## src/rtl/msdap_pkg.sv

```systemverilog
// Shared defaults and types for the MSDAP serial front end.
package msdap_pkg;

  localparam int unsigned WORD_W   = 16;
  localparam int unsigned ZERO_RUN = 800;
  localparam int unsigned ZCNT_W   = 10;

  typedef enum logic {IDLE, SHIFT} rx_state_t;

endpackage

```

## src/rtl/zero_run_counter.sv

```systemverilog
// Counts consecutive all-zero words on one channel; saturates at ZERO_RUN and raises flag_zero.
module zero_run_counter
  import msdap_pkg::*;
#(
  parameter int unsigned ZERO_RUN = msdap_pkg::ZERO_RUN,
  parameter int unsigned ZCNT_W   = msdap_pkg::ZCNT_W
) (
  input  logic              clk,
  input  logic              rst_n,
  input  logic              clr,
  input  logic              word_done,
  input  logic              word_is_zero,
  output logic [ZCNT_W-1:0] zcnt,
  output logic              flag_zero
);

  localparam logic [ZCNT_W-1:0] RunMax = ZCNT_W'(ZERO_RUN);

  logic [ZCNT_W-1:0] zcnt_q, zcnt_d;
  logic              flag_q, flag_d;

  always_comb begin
    zcnt_d = zcnt_q;
    flag_d = flag_q;
    if (clr) begin
      zcnt_d = '0;
      flag_d = 1'b0;
    end else if (word_done) begin
      if (!word_is_zero) begin
        zcnt_d = '0;
      end else if (zcnt_q != RunMax) begin
        zcnt_d = zcnt_q + ZCNT_W'(1);
      end
      // Flag follows the updated count so it is valid alongside the word strobe.
      flag_d = (zcnt_d == RunMax);
    end
  end

  always_ff @(posedge clk or negedge rst_n) begin
    if (!rst_n) begin
      zcnt_q <= '0;
      flag_q <= 1'b0;
    end else begin
      zcnt_q <= zcnt_d;
      flag_q <= flag_d;
    end
  end

  assign zcnt      = zcnt_q;
  assign flag_zero = flag_q;

endmodule

```

## src/rtl/serial_input_receiver.sv

```systemverilog
// MSDAP serial receiver: re-times the Dclk-domain stereo stream into Sclk, deserialises
// each 16-bit word and tracks per-channel zero runs for the controller's sleep logic.
module serial_input_receiver
  import msdap_pkg::*;
#(
  parameter int unsigned WORD_W   = msdap_pkg::WORD_W,
  parameter int unsigned ZERO_RUN = msdap_pkg::ZERO_RUN,
  parameter int unsigned ZCNT_W   = msdap_pkg::ZCNT_W
) (
  input  logic              Sclk,
  input  logic              Reset_n,
  input  logic              Dclk,
  input  logic              Frame,
  input  logic              InputL,
  input  logic              InputR,
  input  logic              InReady,
  input  logic              Clear,
  output logic [WORD_W-1:0] dataL,
  output logic [WORD_W-1:0] dataR,
  output logic              in_flag,
  output logic              flag_zeroL,
  output logic              flag_zeroR,
  output logic              frame_err
);

  localparam int unsigned CNT_W = $clog2(WORD_W);

  logic [2:0]        dclk_sync_q;
  logic [1:0]        frame_sync_q, l_sync_q, r_sync_q;
  logic              dclk_rise;
  logic              tick_q, frame_q, bit_l_q, bit_r_q;
  rx_state_t         state_q, state_d;
  logic [CNT_W-1:0]  bit_cnt_q, bit_cnt_d;
  logic [WORD_W-1:0] shift_l_q, shift_l_d, shift_r_q, shift_r_d;
  logic [WORD_W-1:0] data_l_d, data_r_d;
  logic              done_q, done_d;
  logic              in_flag_d, frame_err_d;
  logic              start;
  logic [ZCNT_W-1:0] unused_zcnt_l, unused_zcnt_r;

  assign dclk_rise = dclk_sync_q[1] & ~dclk_sync_q[2];

  // All serial inputs share one synchroniser depth, plus a one-cycle sample stage on the tick.
  always_ff @(posedge Sclk or negedge Reset_n) begin
    if (!Reset_n) begin
      dclk_sync_q  <= '0;
      frame_sync_q <= '0;
      l_sync_q     <= '0;
      r_sync_q     <= '0;
      tick_q       <= 1'b0;
      frame_q      <= 1'b0;
      bit_l_q      <= 1'b0;
      bit_r_q      <= 1'b0;
    end else begin
      dclk_sync_q  <= {dclk_sync_q[1:0], Dclk};
      frame_sync_q <= {frame_sync_q[0], Frame};
      l_sync_q     <= {l_sync_q[0], InputL};
      r_sync_q     <= {r_sync_q[0], InputR};
      tick_q       <= dclk_rise & ~Clear;
      frame_q      <= frame_sync_q[1];
      bit_l_q      <= l_sync_q[1];
      bit_r_q      <= r_sync_q[1];
    end
  end

  // A Frame mid-word restarts only if the controller is still accepting words.
  assign start = frame_q & InReady & ((state_q == IDLE) | (bit_cnt_q != '0));

  always_comb begin
    state_d     = state_q;
    bit_cnt_d   = bit_cnt_q;
    shift_l_d   = shift_l_q;
    shift_r_d   = shift_r_q;
    data_l_d    = dataL;
    data_r_d    = dataR;
    in_flag_d   = in_flag;
    done_d      = 1'b0;
    frame_err_d = 1'b0;
    if (Clear) begin
      state_d   = IDLE;
      bit_cnt_d = '0;
      shift_l_d = '0;
      shift_r_d = '0;
      data_l_d  = '0;
      data_r_d  = '0;
      in_flag_d = 1'b0;
    end else begin
      if (done_q) begin
        data_l_d  = shift_l_q;
        data_r_d  = shift_r_q;
        in_flag_d = 1'b1;
      end else if (tick_q) begin
        in_flag_d = 1'b0;
      end
      if (tick_q) begin
        case (state_q)
          IDLE: begin
            if (start) begin
              shift_l_d = WORD_W'(bit_l_q);
              shift_r_d = WORD_W'(bit_r_q);
              bit_cnt_d = CNT_W'(WORD_W - 2);
              state_d   = SHIFT;
            end
          end
          SHIFT: begin
            if (frame_q && bit_cnt_q != '0) begin
              frame_err_d = 1'b1;
              if (start) begin
                shift_l_d = WORD_W'(bit_l_q);
                shift_r_d = WORD_W'(bit_r_q);
                bit_cnt_d = CNT_W'(WORD_W - 2);
              end else begin
                bit_cnt_d = '0;
                state_d   = IDLE;
              end
            end else begin
              shift_l_d = {shift_l_q[WORD_W-2:0], bit_l_q};
              shift_r_d = {shift_r_q[WORD_W-2:0], bit_r_q};
              if (bit_cnt_q == '0) begin
                done_d  = 1'b1;
                state_d = IDLE;
              end else begin
                bit_cnt_d = bit_cnt_q - CNT_W'(1);
              end
            end
          end
          default: state_d = IDLE;
        endcase
      end
    end
  end

  always_ff @(posedge Sclk or negedge Reset_n) begin
    if (!Reset_n) begin
      state_q   <= IDLE;
      bit_cnt_q <= '0;
      shift_l_q <= '0;
      shift_r_q <= '0;
      done_q    <= 1'b0;
      dataL     <= '0;
      dataR     <= '0;
      in_flag   <= 1'b0;
      frame_err <= 1'b0;
    end else begin
      state_q   <= state_d;
      bit_cnt_q <= bit_cnt_d;
      shift_l_q <= shift_l_d;
      shift_r_q <= shift_r_d;
      done_q    <= done_d;
      dataL     <= data_l_d;
      dataR     <= data_r_d;
      in_flag   <= in_flag_d;
      frame_err <= frame_err_d;
    end
  end

  zero_run_counter #(
    .ZERO_RUN(ZERO_RUN),
    .ZCNT_W  (ZCNT_W)
  ) u_zero_l (
    .clk         (Sclk),
    .rst_n       (Reset_n),
    .clr         (Clear),
    .word_done   (done_q),
    .word_is_zero(shift_l_q == '0),
    .zcnt        (unused_zcnt_l),
    .flag_zero   (flag_zeroL)
  );

  zero_run_counter #(
    .ZERO_RUN(ZERO_RUN),
    .ZCNT_W  (ZCNT_W)
  ) u_zero_r (
    .clk         (Sclk),
    .rst_n       (Reset_n),
    .clr         (Clear),
    .word_done   (done_q),
    .word_is_zero(shift_r_q == '0),
    .zcnt        (unused_zcnt_r),
    .flag_zero   (flag_zeroR)
  );

endmodule

```

## config.mk

```make
export PLATFORM = sky130hd
export DESIGN_NAME = serial_input_receiver
export DESIGN_NICKNAME = d
export VERILOG_FILES = /design/src/rtl/msdap_pkg.sv /design/src/rtl/zero_run_counter.sv /design/src/rtl/serial_input_receiver.sv
export SDC_FILE = /design/constraint.sdc
export NUM_CORES = 1
export LEC_CHECK = 0
export CAP_MARGIN = 20
export CORE_MARGIN = 4
export CORE_UTILIZATION = 27
export CTS_CLUSTER_DIAMETER = 100
export DETAILED_ROUTE_END_ITERATION = 8
export GPL_ROUTABILITY_DRIVEN = 0
export PLACE_DENSITY_LB_ADDON = 0.08
export SLEW_MARGIN = 20
export SYNTH_ARGS = -nofsm -noshare
export SYNTH_HDL_FRONTEND = slang
export SYNTH_HIERARCHICAL = 1
export SYNTH_SLANG_ARGS = --single-unit
```

## constraint.sdc

```tcl
create_clock -name Sclk -period 5.7 [get_ports Sclk]
set_input_delay 0.57 -clock Sclk [delete_from_list [all_inputs] [get_ports Sclk]]
set_output_delay 0.57 -clock Sclk [all_outputs]
set_load 0.02 [all_outputs]
```

### Word level (Yosys, flattened, before mapping)

Index checks and enable logic that the tools add are counted.

| cells by class | value |
|---|---|
| reductions and logical operators | 9 |
| bitwise logic cells | 8 |
| multiplexer cells | 55 |
| $add $sub $neg | 3 |
| equality and inequality tests | 6 |

Operator list:

| cell | number |
|---|---|
| 2-to-1 mux 16 bit | 12 |
| 2-to-1 mux 10 bit | 12 |
| one-hot mux 16 bit (2 select lines) | 2 |
| zero test 16 bit | 2 |
| 2-to-1 mux 4 bit | 6 |
| 2-to-1 mux 1 bit | 21 |
| adder 10 x 1 -> 10 bit (second input constant) | 2 |
| == test 10 bit (second input constant) | 2 |
| inequality test 10 bit (second input constant) | 2 |
| one-hot mux 4 bit (2 select lines) | 1 |
| bitwise AND 1 bit | 4 |
| zero test 4 bit | 1 |
| inequality test 4 bit (second input constant) | 1 |
| nonzero test 2 bit | 2 |
| nonzero test 4 bit | 1 |
| subtractor 4 x 1 -> 4 bit (second input constant) | 1 |
| inequality test 3 bit (second input constant) | 1 |
| inverter 1 bit | 3 |
| AND reduction 3 bit | 1 |
| nonzero test 3 bit | 1 |
| one-hot mux 1 bit (2 select lines) | 1 |
| logical AND 1 bit | 1 |
| OR 1 bit | 1 |

| word-level totals | value |
|---|---|
| flip-flop bits (word level) | 107 |
| output and inout bits | 36 |
| input port bits | 8 |
| word-level logic and storage cells | 102 |

### Longest topological paths before layout

| logic depth | value |
|---|---|
| word-level depth | 8 |
| mapped depth | 7 |
| mapped depth without buffers | 7 |

### By module

The synthesis kept the hierarchy.

By module, submodules not included:

| module | area an instance (um^2) | cells each | instances |
|---|---|---|---|
| serial_input_receiver | 3333.2 | 256 | 1 |
| zero_run_counter | 802.0 | 100 | 2 |

### Worst setup path after synthesis

Ideal clock, no wire load.

| timing path | value |
|---|---|
| kind | flip-flop to flip-flop |
| from | register u_zero_l.zcnt_q[4], in the netlist u_zero_l/zcnt[4] |
| to | register u_zero_l.flag_q, in the netlist u_zero_l/flag_zero |
| setup time | 0.092 ns |
| arrival | 2.016 ns |
| buffers on the path | 1 |
| data required time | 5.608 ns |
| stages on the path, launching flop included | 7 |
| path slack | 3.592 ns |
| cells stage by stage | dfrtp_1 -> buf_6 -> or4b_4 -> nor3_4 -> mux2i_1 -> or4_1 -> o31ai_2 |

| on the way | value |
|---|---|
| word-level cells in the longest chain between the ends | 8 |

Ends and longest elaborated chain:

| item | RTL line | RTL |
|---|---|---|
| from (decl) | zero_run_counter.sv:19 | `logic [ZCNT_W-1:0] zcnt_q, zcnt_d;` |
| from (signal assigned) | zero_run_counter.sv:44 | `zcnt_q <= zcnt_d;` |
| adder 10 x 1 -> 10 bit or inequality test 10 bit (tied branches) | zero_run_counter.sv:32, zero_run_counter.sv:31 |  |
| 2-to-1 mux 10 bit (*) | zero_run_counter.sv:31 | `end else if (zcnt_q != RunMax) begin` |
| 2-to-1 mux 10 bit (*) | zero_run_counter.sv:29 | `if (!word_is_zero) begin` |
| 2-to-1 mux 10 bit (*) | zero_run_counter.sv:28 | `end else if (word_done) begin` |
| 2-to-1 mux 10 bit (*) | zero_run_counter.sv:25 | `if (clr) begin` |
| == test 10 bit (*) | zero_run_counter.sv:35 | `flag_d = (zcnt_d == RunMax);` |
| 2-to-1 mux 1 bit (*) | zero_run_counter.sv:28 |  |
| 2-to-1 mux 1 bit (*) | zero_run_counter.sv:25 |  |
| to (signal assigned) | zero_run_counter.sv:45 | `flag_q <= flag_d;` |
| to (decl) | zero_run_counter.sv:20 | `logic flag_q, flag_d;` |

Mark *: on every way between the ends. The rest lies on a longest branch, timed or not. The select of a mux whose other input is x is not followed.
A chain may end at the register's enable or synchronous reset.

### Worst setup path after layout

| timing path | value |
|---|---|
| from | register shift_r_q[2] |
| to | register u_zero_r.flag_q, in the netlist u_zero_r/flag_zero |

| on the way | value |
|---|---|
| word-level cells in the longest chain between the ends | 7 |

Ends and longest elaborated chain:

| item | RTL line | RTL |
|---|---|---|
| from (decl) | serial_input_receiver.sv:34 | `logic [WORD_W-1:0] shift_l_q, shift_l_d, shift_r_q, shift_r_d;` |
| from (signal assigned) | serial_input_receiver.sv:148 | `shift_r_q <= shift_r_d;` |
| zero test 16 bit | serial_input_receiver.sv:178 | `.word_is_zero(shift_r_q == '0),` |
| 2-to-1 mux 10 bit | zero_run_counter.sv:29 |  |
| 2-to-1 mux 10 bit | zero_run_counter.sv:28 |  |
| 2-to-1 mux 10 bit | zero_run_counter.sv:25 |  |
| == test 10 bit | zero_run_counter.sv:35 |  |
| 2-to-1 mux 1 bit | zero_run_counter.sv:28 |  |
| 2-to-1 mux 1 bit | zero_run_counter.sv:25 |  |
| to (signal assigned) | zero_run_counter.sv:45 |  |
| to (decl) | zero_run_counter.sv:20 |  |

No other way between the ends. The select of a mux whose other input is x is not followed.

==> run_results.csv <==
group,metric,value,unit
outcome,status,"finished clean",
synthesis,synth_compound_gate_area_share,0.138,
power_and_ir_drop,seq_power_share,0.530,
power_and_ir_drop,combPwrFrac,0.041,
clocking,clock-sinks,107,
synthesis,synth-edff-count,0,
timing,fin_skew,0.00816,ns
timing,setup_viol,0,
timing,setup_tns,0,ns
layout,area_delta_synth_final,17.8,%
detailed_routing,ant_nets,0,
clocking,clk_path_buf_depth,2,
detailed_routing,drc,0,
power_and_ir_drop,p_total,1470,uW
detailed_routing,wl_per_cell,15.9,um
clocking,hold_buffers,0,
clocking,post-cts-setup-buffer-count,0,
layout,n_antenna_cell,0,
synthesis,synthesis.area,0.00494,sq mm
critical_path,cp-startpoint,"shift_r_q[2]",
layout,layout_common_cells,"dfrtp_1, nor2_1, clkdlybuf4s50_1, mux2i_1, a22o_1",
critical_path,worst-setup-path-type,"register to register",
timing,fmax,423,MHz
layout,fin_util,0.324,
flow_run,maxCapViolations,0,
synthesis,synth_seq_cells,107,
power_and_ir_drop,switching_share,0.247,
power_and_ir_drop,p_sw,362,uW
critical_path,crit_path_max_fanout,8,
die,io_pins,44,
synthesis,synthCells,456,
clocking,cts_buffers,9,
timing,layout_setup_ws,3.33,ns
power_and_ir_drop,clockPowerShare,0.429,
timing,period_needed,2.37,ns
layout,final_nets,499,
timing,finalMaxSlewViolations,0,
synthesis,synthMuxAreaShare,0.0791,
layout,drive_gt1_frac,0.0713,
clocking,root_buffer,"clkbuf_16",
critical_path,regToRegStartpoint,"shift_r_q[2]",
timing,slew_headroom,0.486,
grt,grt_pass1_vias,3558,
grt,antenna_found_initial,0,
die,die-width,143,um
die,die_area,0.0205,sq mm
synthesis,synth-xor-area-share,0.0177,
layout,fillers,1850,
timing,fin_crit_sh,0.415,
synthesis,synth_nets,469,
synthesis,syn_area_per_cell,10.8,sq um
timing,holdWs,0.254,ns
synthesis,yosysUniqueCellTypes,49,
detailed_routing,wirelength,11500,um
die,core,0.0180,sq mm
critical_path,endpoint_kind,"register",
placed_design,place_ws,3.22,ns
clocking,insertion_delay,0.35,ns
synthesis,synth_ff_type,"dfrtp_1",
critical_path,cp.arrival,2.63,ns
synthesis,async_reset_ff_frac,1.00,
timing,worst_pin_slew,0.770,ns
critical_path,startpoint_type,"register",
layout,final_common_cell,"dfrtp_1",
placed_design,dp_hpwl,7340,um
clocking,cts_tree,"built",
grt,grt_overflow,0,
synthesis,yosys_warnings,6,
clocking,clk_pin_slew,0.08,ns
detailed_routing,first_iter_violations,207,
grt,grt_max_degree,57,
detailed_routing,dr.pass1.iters,4,
synthesis,synth-simple-area-share,0.166,
die,rows,49,
power_and_ir_drop,p_per_area,252,mW/mm^2
power_and_ir_drop,vdd_drop_max,0.159,mV
synthesis,synth_top_family_by_area,"simple AND/OR/NAND/NOR gates",
clocking,htree_num_levels,3,
synthesis,synthAdderAreaFrac,0.0127,
detailed_routing,via_count,3478,
grt,grt_pass1_wl,19500,um
layout,seq_area,0.00268,sq mm
detailed_routing,drt-vias-per-instance,4.83,
die,fp.dieH,143,um
die,initial_core_util,0.275,
worst_hold_path,hold_class,"primary input to async pin",
layout,multi_input_area,0.00205,sq mm
placed_design,portBuffers,43,
timing,final_hold_viol_count,0,
power_and_ir_drop,p_int,1100,uW
critical_path,required,5.96,ns
synthesis,synth_seq_area_share,0.542,
power_and_ir_drop,p_leak,0.00241,uW
grt,grtUsageTotal,0.120,
timing,rsz0062_at_grt,"no",
clocking,post_cts_resized,0,
==> Yosys cell counts, types with 10 or more instances <==
master / instances / area [sq um]
dfrtp_1: 107 / 2680
nor2_1: 75 / 282
mux2i_1: 39 / 390
a22o_1: 30 / 263
nand2_1: 24 / 90.1
a21oi_1: 18 / 90.1
inv_1: 15 / 56.3
nor3_1: 13 / 65.1
o21ai_0: 13 / 65.1
buf_2: 12 / 60.1
nor4_1: 10 / 62.6
==> registers in the layout, indices dropped and copies added (netlist names), 2 cells and up <==
register,flops
u_zero_l/zcnt,10
dataL,16
bit_cnt_q,4
dataR,16
r_sync_q,2
u_zero_r/zcnt,10
shift_l_q,16
dclk_sync_q,3
l_sync_q,2
shift_r_q,16
frame_sync_q,2
==> cell type report <==
cell class,instances,area share
repair buffers,47,0.0779
multi-input cells,306,0.352
clock buffers,10,0.0411
well taps,229,0.0493
flip-flops and latches,107,0.461
inverters,15,0.00968
clock inverters,6,0.00968
==> per-layer routing <==
| layer | part of all wire | up-vias | track usage |
|---|---|---|---|
| met5 | 0 | - | 0 |
| met4 | 0.012 | 0 | 0.0327 |
| li1 | - | 1691 | - |
| met1 | 0.50 | 1733 | 0.167 |
| met2 | 0.45 | 43 | 0.185 |
| met3 | 0.032 | 11 | 0.0318 |
==> final timing paths <==
path                                      end  cells past startpoint  slack, ns
max                        u_zero_r/flag_zero                      6       3.33
min                          u_zero_l/zcnt[4]                      1       0.25
max reg2reg                u_zero_r/flag_zero                      6       3.33
min reg2reg                           bit_r_q                      0       0.35
max in group asynchronous    u_zero_r/zcnt[4]                      2       4.27
min in group Sclk                     bit_r_q                      0       0.35
==> logic make-up (layout without fill, tap and decap cells) <==
| kind of cell | count (synthesis) | in the layout |
|---|---|---|
| AO/OA/AOI/OAI | 90 | 90 |
| XOR/XNOR | 10 | 10 |
| adder cells (fa/ha/maj) | 5 | 5 |
| buffers and inverters | 43 | 78 |
| flip-flops | 107 | 107 |
| multiplexers | 39 | 39 |
| AND/OR/NAND/NOR | 162 | 162 |
==> metrics by stage <==
stage               cell area, sq um  std cells
floorplan                       4940        456
global placement                5520        704
detailed placement              5520        704
CTS                             5820        720
global route                    5820        720
finish                          5820        720
==> worst max-delay path: stages, from the launching register on <==
cell	delay, ns
dfrtp_1	0.43
nor4_1	0.34
and4_1	0.45
inv_1	0.16
a211o_1	0.28
or4_1	0.44
o31ai_2	0.18
==> power by group through the flow <==
stage | sequential (uW) | clock, uW | combinational, uW
finish | 777 | 628 | 60.4
global route | 779 | 689 | 70.7
detailed placement | 792 | 0 | 63.0
CTS | 777 | 657 | 63.3
global placement | 792 | 0 | 62.8
floorplan | 786 | 0 | 42.3
Power figures use the tool's default switching activity.
